`src/rtl/stopwatch_nd.sv`:
```
// N-digit BCD stopwatch with run/stop, lap freeze, clear, sticky overflow and a scanned seven-segment driver.
// Define STOPWATCH_BLANK_EN to blank leading zero digits above the decimal point.
module stopwatch_nd #(
    parameter int NDIGITS  = 4,
    parameter int TICK_DIV = 500000,
    parameter int SCAN_DIV = 50000,
    parameter int DP_DIGIT = 2
) (
    input  logic               CLK,
    input  logic               RESET,
    input  logic               START_STOP,
    input  logic               LAP,
    input  logic               CLEAR,
    output logic [7:0]         DOUT,
    output logic [NDIGITS-1:0] DSEL,
    output logic               RUNNING,
    output logic               OVF
);

    localparam int PW = (TICK_DIV > 1) ? $clog2(TICK_DIV) : 1;
    localparam int SW = (SCAN_DIV > 1) ? $clog2(SCAN_DIV) : 1;
    localparam int IW = (NDIGITS > 1) ? $clog2(NDIGITS) : 1;

    typedef enum logic [1:0] {S_IDLE, S_RUN, S_LAP, S_HOLD} state_t;

    state_t                 state, next_state;
    logic [2:0]             s1, s2, s3, pulse;
    logic                   p_clr, p_ss, p_lap;
    logic                   counting, do_snap, tick, wrap;
    logic [PW-1:0]          presc;
    logic [SW-1:0]          scan_cnt;
    logic [IW-1:0]          idx;
    logic [4*NDIGITS-1:0]   digits, inc_digits, snapshot, disp;
    logic [NDIGITS-1:0]     blank;
    logic [3:0]             cur_digit;
    logic [6:0]             seg;
    logic                   dp;

    function automatic logic [6:0] seg7(input logic [3:0] v);
        case (v)
            4'd0:    seg7 = 7'b1000000;
            4'd1:    seg7 = 7'b1111001;
            4'd2:    seg7 = 7'b0100100;
            4'd3:    seg7 = 7'b0110000;
            4'd4:    seg7 = 7'b0011001;
            4'd5:    seg7 = 7'b0010010;
            4'd6:    seg7 = 7'b0000010;
            4'd7:    seg7 = 7'b1111000;
            4'd8:    seg7 = 7'b0000000;
            4'd9:    seg7 = 7'b0010000;
            default: seg7 = 7'b1111111;
        endcase
    endfunction

    // Button bits are {clear, start_stop, lap}; s3 delays s2 so each press yields a one-cycle pulse.
    always_ff @(posedge CLK or negedge RESET) begin
        if (!RESET) begin
            s1 <= '0;
            s2 <= '0;
            s3 <= '0;
        end else begin
            s1 <= {CLEAR, START_STOP, LAP};
            s2 <= s1;
            s3 <= s2;
        end
    end

    assign pulse = s2 & ~s3;
    assign p_clr = pulse[2];
    assign p_ss  = pulse[1];
    assign p_lap = pulse[0];

    always_ff @(posedge CLK or negedge RESET) begin
        if (!RESET) state <= S_IDLE;
        else        state <= next_state;
    end

    // Clear beats start/stop, which beats lap; losing pulses are simply dropped.
    always_comb begin
        next_state = state;
        if (p_clr) begin
            next_state = S_IDLE;
        end else if (p_ss) begin
            case (state)
                S_IDLE:  next_state = S_RUN;
                S_RUN:   next_state = S_HOLD;
                S_LAP:   next_state = S_HOLD;
                default: next_state = S_RUN;
            endcase
        end else if (p_lap) begin
            if (state == S_RUN)      next_state = S_LAP;
            else if (state == S_LAP) next_state = S_RUN;
        end
    end

    always_comb begin
        counting = (state == S_RUN) || (state == S_LAP);
        do_snap  = !p_clr && !p_ss && p_lap && (state == S_RUN);
    end

    assign tick = counting && (presc == PW'(TICK_DIV - 1));

    always_comb begin
        inc_digits = digits;
        wrap       = 1'b1;
        for (int i = 0; i < NDIGITS; i++) begin
            if (wrap) begin
                if (digits[4*i +: 4] == 4'd9) begin
                    inc_digits[4*i +: 4] = 4'd0;
                end else begin
                    inc_digits[4*i +: 4] = digits[4*i +: 4] + 4'd1;
                    wrap = 1'b0;
                end
            end
        end
    end

    always_ff @(posedge CLK or negedge RESET) begin
        if (!RESET) begin
            presc    <= '0;
            digits   <= '0;
            snapshot <= '0;
            OVF      <= 1'b0;
        end else begin
            if (p_clr) begin
                presc  <= '0;
                digits <= '0;
                OVF    <= 1'b0;
            end else begin
                if (counting) presc <= tick ? '0 : presc + PW'(1);
                if (tick) begin
                    digits <= inc_digits;
                    if (wrap) OVF <= 1'b1;
                end
            end
            if (do_snap) snapshot <= digits;
        end
    end

    always_ff @(posedge CLK or negedge RESET) begin
        if (!RESET) begin
            scan_cnt <= '0;
            idx      <= '0;
        end else if (scan_cnt == SW'(SCAN_DIV - 1)) begin
            scan_cnt <= '0;
            idx      <= (idx == IW'(NDIGITS - 1)) ? '0 : idx + IW'(1);
        end else begin
            scan_cnt <= scan_cnt + SW'(1);
        end
    end

    assign disp = (state == S_LAP) ? snapshot : digits;

`ifdef STOPWATCH_BLANK_EN
    // A digit blanks only when it and everything above it is zero, and it sits above the point.
    always_comb begin
        logic lz;
        lz    = 1'b1;
        blank = '0;
        for (int i = NDIGITS - 1; i >= 0; i--) begin
            lz       = lz && (disp[4*i +: 4] == 4'd0);
            blank[i] = lz && (i > 0) && (i > DP_DIGIT);
        end
    end
`else
    assign blank = '0;
`endif

    always_comb begin
        cur_digit = disp[4*int'(idx) +: 4];
        seg       = blank[idx] ? 7'b1111111 : seg7(cur_digit);
        dp        = (int'(idx) == DP_DIGIT) ? 1'b0 : 1'b1;
    end

    // Enable and segments share one register stage so they always change together.
    always_ff @(posedge CLK or negedge RESET) begin
        if (!RESET) begin
            DSEL    <= ~NDIGITS'(1);
            DOUT    <= {(DP_DIGIT == 0) ? 1'b0 : 1'b1, 7'b1000000};
            RUNNING <= 1'b0;
        end else begin
            DSEL    <= ~(NDIGITS'(1) << idx);
            DOUT    <= {dp, seg};
            RUNNING <= counting;
        end
    end

endmodule

```
`config.mk`:
```
export PLATFORM = sky130hd
export DESIGN_NAME = stopwatch_nd
export DESIGN_NICKNAME = d
export VERILOG_FILES = /design/src/rtl/stopwatch_nd.sv
export SDC_FILE = /design/constraint.sdc
export NUM_CORES = 1
export LEC_CHECK = 0
export ABC_AREA = 1
export CAP_MARGIN = 20
export CORE_ASPECT_RATIO = 1.4
export CORE_MARGIN = 2
export CORE_UTILIZATION = 40
export CTS_CLUSTER_DIAMETER = 100
export DETAILED_ROUTE_END_ITERATION = 8
export HOLD_SLACK_MARGIN = 0.08
export SLEW_MARGIN = 40
export SYNTH_ARGS = -nofsm -noshare
export SYNTH_HDL_FRONTEND = slang
export SYNTH_SLANG_ARGS = --single-unit
```
`constraint.sdc`:
```
create_clock -name CLK -period 2.4 [get_ports CLK]
set_input_delay 0.48 -clock CLK [delete_from_list [all_inputs] [get_ports CLK]]
set_output_delay 0.48 -clock CLK [all_outputs]
set_load 0.05 [all_outputs]
```
After elaboration in Yosys (flattened, before gate mapping). Memories as Yosys holds them, arrays and structs flattened. A register that Yosys moved wholly into a read port is not among the register bits. Index checks and enable logic that the tools add are counted. Widths: inputs -> output; s select.

Flip-flop bits (word level): 94. Bits in read-only memories: 112. Bits of input ports: 5. Memories: 1. Word-level logic and storage cells: 97. Output and inout port bits: 14.

Memory list: (name not given) (words 16, bits a word 7, read ports 1, clocked after Yosys merged registers in 1, wr ports 0, RTL line 40) `case (v)`.

Add/sub/neg operators: 7. Magnitude comparators: 1. Multiplexer cells: 35. Reductions and logical operators: 22. Bitwise logic cells: 3. Shift operators: 2. Equality and inequality tests: 10.

Operator list (number): $mux 16 (4); $mux 19 (3); $mux 4 (7); $add 19x1->19 const B (1); $eq 19x19->1 const B (1); $add 16x1->16 const B (1); $add 4x1->4 const B (4); $eq 16x16->1 const B (1); $eq 4x4->1 const B (4); $shiftx 16x5->4 (1); $mux 2 (7); $mux 1 (12); $reduce_bool 2->1 (6); $reduce_and 2->1 (5); $mux 7 (1); $eq 2x2->1 const B (3); $logic_and 1x1->1 (4); $not 4->4 (1); $reduce_bool 4->1 (1); $shl 1x2->4 const A (1); $and 3x3->3 (1); $logic_not 1->1 (3); $lt 2x3->1 const B (1); $not 3->3 (1); 6 further kinds (6).

Longest topological paths before layout.
Word-level depth: 8. Gate-level depth with buffers: 16. Depth with buffers taken out: 15.

Worst setup path after synthesis. OpenSTA, ideal clock, no wires.

Path type: register to register. Start: reg state[0]. End: reg DOUT[3]. Data arrival time: 1.678 ns. Data required time: 2.282 ns. Setup time: 0.118 ns. Period minus slack after synthesis: 1.797 ns. Setup slack: 0.603 ns. Cell stages (with the launch flop): 17. Path buffers: 1. Cells stage by stage: dfrtp_1 -> inv_1 -> ha_1 -> inv_2 -> buf_2 -> nand2_1 -> nand3_1 -> nand2_1 -> nand2_1 -> nand2_2 -> inv_1 -> ha_1 -> inv_1 -> nand2_1 -> nand2_1 -> nand2_1 -> nand2_1.

Word-level cells in the longest chain between the ends: 3.

Ends and longest elaborated chain: start, declared (RTL line 26) `state_t state, next_state;`; start signal, assigned (RTL line 75) `else state <= next_state;`; $eq 2x2->1 (RTL line 152) `assign disp = (state == S_LAP) ? snapshot : digits;`; $mux 16 (RTL line 152); $shiftx 16x5->4 (RTL line 170) `cur_digit = disp[4*int'(idx) +: 4];`; end, declared (RTL line 14) `output logic [7:0] DOUT,`.

No other way between the ends. A chain may end at the register's enable or synchronous reset.

Worst setup path after layout.
Start: reg DSEL[3]. End: out DSEL[3].

RTL lines: start, declared (RTL line 15) `output logic [NDIGITS-1:0] DSEL,`; start signal, assigned (RTL line 178) `DSEL <= ~NDIGITS'(1);`; start signal, assigned (RTL line 182) `DSEL <= ~(NDIGITS'(1) << idx);`.

No word-level cell between the ends.

==> flow_metrics.py <==
metrics = {
    "floorplanning": {
        "core_sq_um": 11900,
        "die-area_sq_um": 13100,
        "die_h_microns": 135,
        "start_util_pct": 41.0,
        "num_rows": 47,
        "ios": 19,
        "die_x_microns": 97.3,
    },
    "outcome": {
        "outcome": "finished clean",
    },
    "clock_tree": {
        "cts_buffers": 9,
        "ctsHoldBuffers": 0,
        "clockBufferDepth": 2,
        "htreeDepth": 3,
        "cts_root_buffer": "clkbuf_16",
        "path_clk_slew_ps": 70,
        "cts-resized-gates": 0,
        "cts.sinks": 93,
        "post_cts_buffers": 0,
        "cts_tree": "built",
        "clk_latency_ps": 350,
    },
    "setup_path": {
        "cp-end-kind": "primary output",
        "critPathBufInv": 1,
        "cp_cell_sequence": "clkdlybuf4s50_1",
        "startpoint_type": "flop",
        "path_class": "flop to primary output",
        "cp_slowest_cell": "clkdlybuf4s50_1",
        "cp.required_ps": 1920,
        "cpLargestDelayFamily": "buffers and inverters",
        "arrival_ps": 1650,
        "path_max_fanout": 1,
        "slowest_delay_ps": 790,
    },
    "grt": {
        "grt.total_usage_pct": 15.8,
        "grtUsageMet1_pct": 18.3,
        "grt_use_met2_pct": 28.8,
        "grt_pass1_wl_microns": 16900,
        "antenna_found_initial": 0,
        "gr-total-overflow": 0,
        "grt_max_degree": 37,
        "grt_use_met3_pct": 2.54,
        "grt_pass1_vias": 3570,
        "busiest_layer": "met2",
    },
    "sta": {
        "tns_ps": 0,
        "min_period_ps": 2130,
        "finalCritPeriodShare_pct": 88.9,
        "rsz0062_at_grt": "false",
        "finalMaxSlewViolations": 0,
        "setup_viol": 0,
        "fmax_ghz": 0.468,
        "hold_viol_final": 0,
        "worst_pin_slew_ps": 524,
        "skew_ps": 6.53,
        "slew_headroom_pct": 64.8,
    },
    "power_and_ir_drop": {
        "ir_worst_vdd_uv": 338,
        "p_leak_nw": 2.68,
        "power.density_nw_per_um2": 742,
    },
    "synth": {
        "synth-seq-cells": 93,
        "yosysTopAreaCell": "dfrtp_1",
        "avgSynthCellArea_sq_um": 8.09,
        "synth_fp_nets": 627,
        "yosysWarnings": 0,
        "synthTopCellsByArea": "dfrtp_1 46%, nand2_1 12%, nand3_1 5.6%",
        "ys_types": 32,
        "netlist_area_sq_um": 4880,
        "syn_inst": 603,
        "yosysSeqAreaShare_pct": 47.8,
        "synth_top_cell_area_share_pct": 45.7,
    },
    "route": {
        "route.detailed.drc": 0,
        "vias": 3811,
        "wire_per_inst_microns": 12.8,
        "dr.pass1.iters": 5,
        "drt_wl_total_microns": 9970,
        "avgViaCountPerCell": 4.90,
        "ant_nets": 0,
        "drt_iter0_drc": 172,
    },
    "placement": {
        "globalplace.congestion": 0.863,
        "port_buffers": 18,
        "hpwl_microns": 7270,
        "dp.cells": 761,
    },
    "finish": {
        "seq_area_sq_um": 2330,
        "stdcell_count": 777,
        "multi_input_area_sq_um": 2200,
        "layout-drive-gt1-share_pct": 8.10,
        "synthToLayoutAreaGrowth_pct": 13.8,
        "fillerInstances": 1153,
        "nNetsFinal": 649,
        "antenna_cells": 0,
    },
    "min_path": {
        "min_path_type": "input pin to asynchronous set/reset pin",
    },
    "job": {
        "drv_cap": 0,
    },
}
==> cell families after synthesis <==
family          synth area share, %
flops                          47.8
buf+inv                        6.95
xor+xnor                       4.13
fa+ha+maj                      4.88
mux                            1.39
compound gates                 5.85
simple gates                   29.0
==> area by class of cell <==
class	count	share of cell area [%]
timing repair buffer	22	3.97
clock inverter	6	1.67
clock buffer	10	4.31
multi-input combinational	425	39.7
inverter	74	5.00
sequential	93	42.0
tap	147	3.31
==> per-stage QoR <==
stage	hold WS (ps)	instance area (sq um)	util, %	total power (W)	worst slack [ps]
global route	122	5550	46.7	0.00434	179
CTS	99.6	5550	46.7	0.00417	247
finish	84.5	5550	46.7	0.00412	265
detailed placement	336	5220	43.9	0.00259	412
global placement	336	5220	43.9	0.00257	454
floorplan	184	4880	-	0.00237	603
==> registers in the layout (all words and copies together) (netlist names) <==
signal,count
s1,3
s3,3
presc,19
OVF,1
snapshot,16
s2,3
DOUT,8
scan_cnt,16
digits,16
state,2
RUNNING,1
DSEL,3
idx,2
==> cell usage after synthesis <==
cell and count:
inv_1 69, mux2_2 6, nor2_4 1, nand4_4 1, buf_2 4, nand2_1 161
nand3_2 1, nor2_1 69, o22ai_1 2, nor3_1 10, o211ai_1 3, ha_1 19
nand4_1 9, inv_2 5, xnor2_1 5, nand2_4 3, buf_4 4, clkbuf_1 3
nor4_1 2, a31oi_1 1, o21ai_1 16, nor2_2 4, nand3_1 55, nand2_2 3
dfstp_2 4, a41oi_1 1, xor2_1 18, a21oi_1 7, nand3b_1 2, dfrtp_1 89
o21ai_0 24, nor3_2 2
==> power by group <==
group / internal (W) / leakage (nW) / switching [W]
Sequential: 0.00170 / 1.23 / 0.000121
Clock: 0.000948 / 0.156 / 0.000619
Combinational: 0.000241 / 1.29 / 0.000487
Total: 0.00289 / 2.68 / 0.00123
==> metal layers <==
metal  routed length [microns]  part of all wire, %
met1                      4270                   43
met2                      5280                   53
met4                        80                 0.80
met5                         0                    0
met3                       335                  3.4
==> worst paths after layout <==
| kind | startpoint | end | slack, ps | cells after the start |
|---|---|---|---|---|
| max | DSEL[3] | DSEL[3] | 270 | 1 |
| min | RESET | scan_cnt[5] | 80 | 1 |
| max reg2reg | state[0] | DOUT[3] | 420 | 15 |
| min reg2reg | s1[2] | s2[2] | 350 | 0 |
| max in group asynchronous | RESET | DOUT[6] | 1590 | 2 |
| min in group CLK | s1[2] | s2[2] | 350 | 0 |
==> cell usage in the layout (no fill, tap or decap), drive strengths merged <==
| cell | instances |
|---|---|
| dfrtp | 89 |
| xor2 | 18 |
| clkbuf | 10 |
| dfstp | 4 |
| buf | 5 |
| o21ai | 40 |
| clkdlybuf4s50 | 17 |
| a31oi | 1 |
| nor3 | 12 |
| nand2 | 167 |
| nor4 | 2 |
| bufinv | 2 |
| mux2 | 6 |
| nand3b | 2 |
| o211ai | 3 |
| nand3 | 56 |
| clkinvlp | 2 |
| a21oi | 7 |
| a41oi | 1 |
| inv | 76 |
| xnor2 | 5 |
| o22ai | 2 |
| ha | 19 |
| nand4 | 10 |
| nor2 | 74 |
Note: power is estimated with default switching activity, not from simulation.
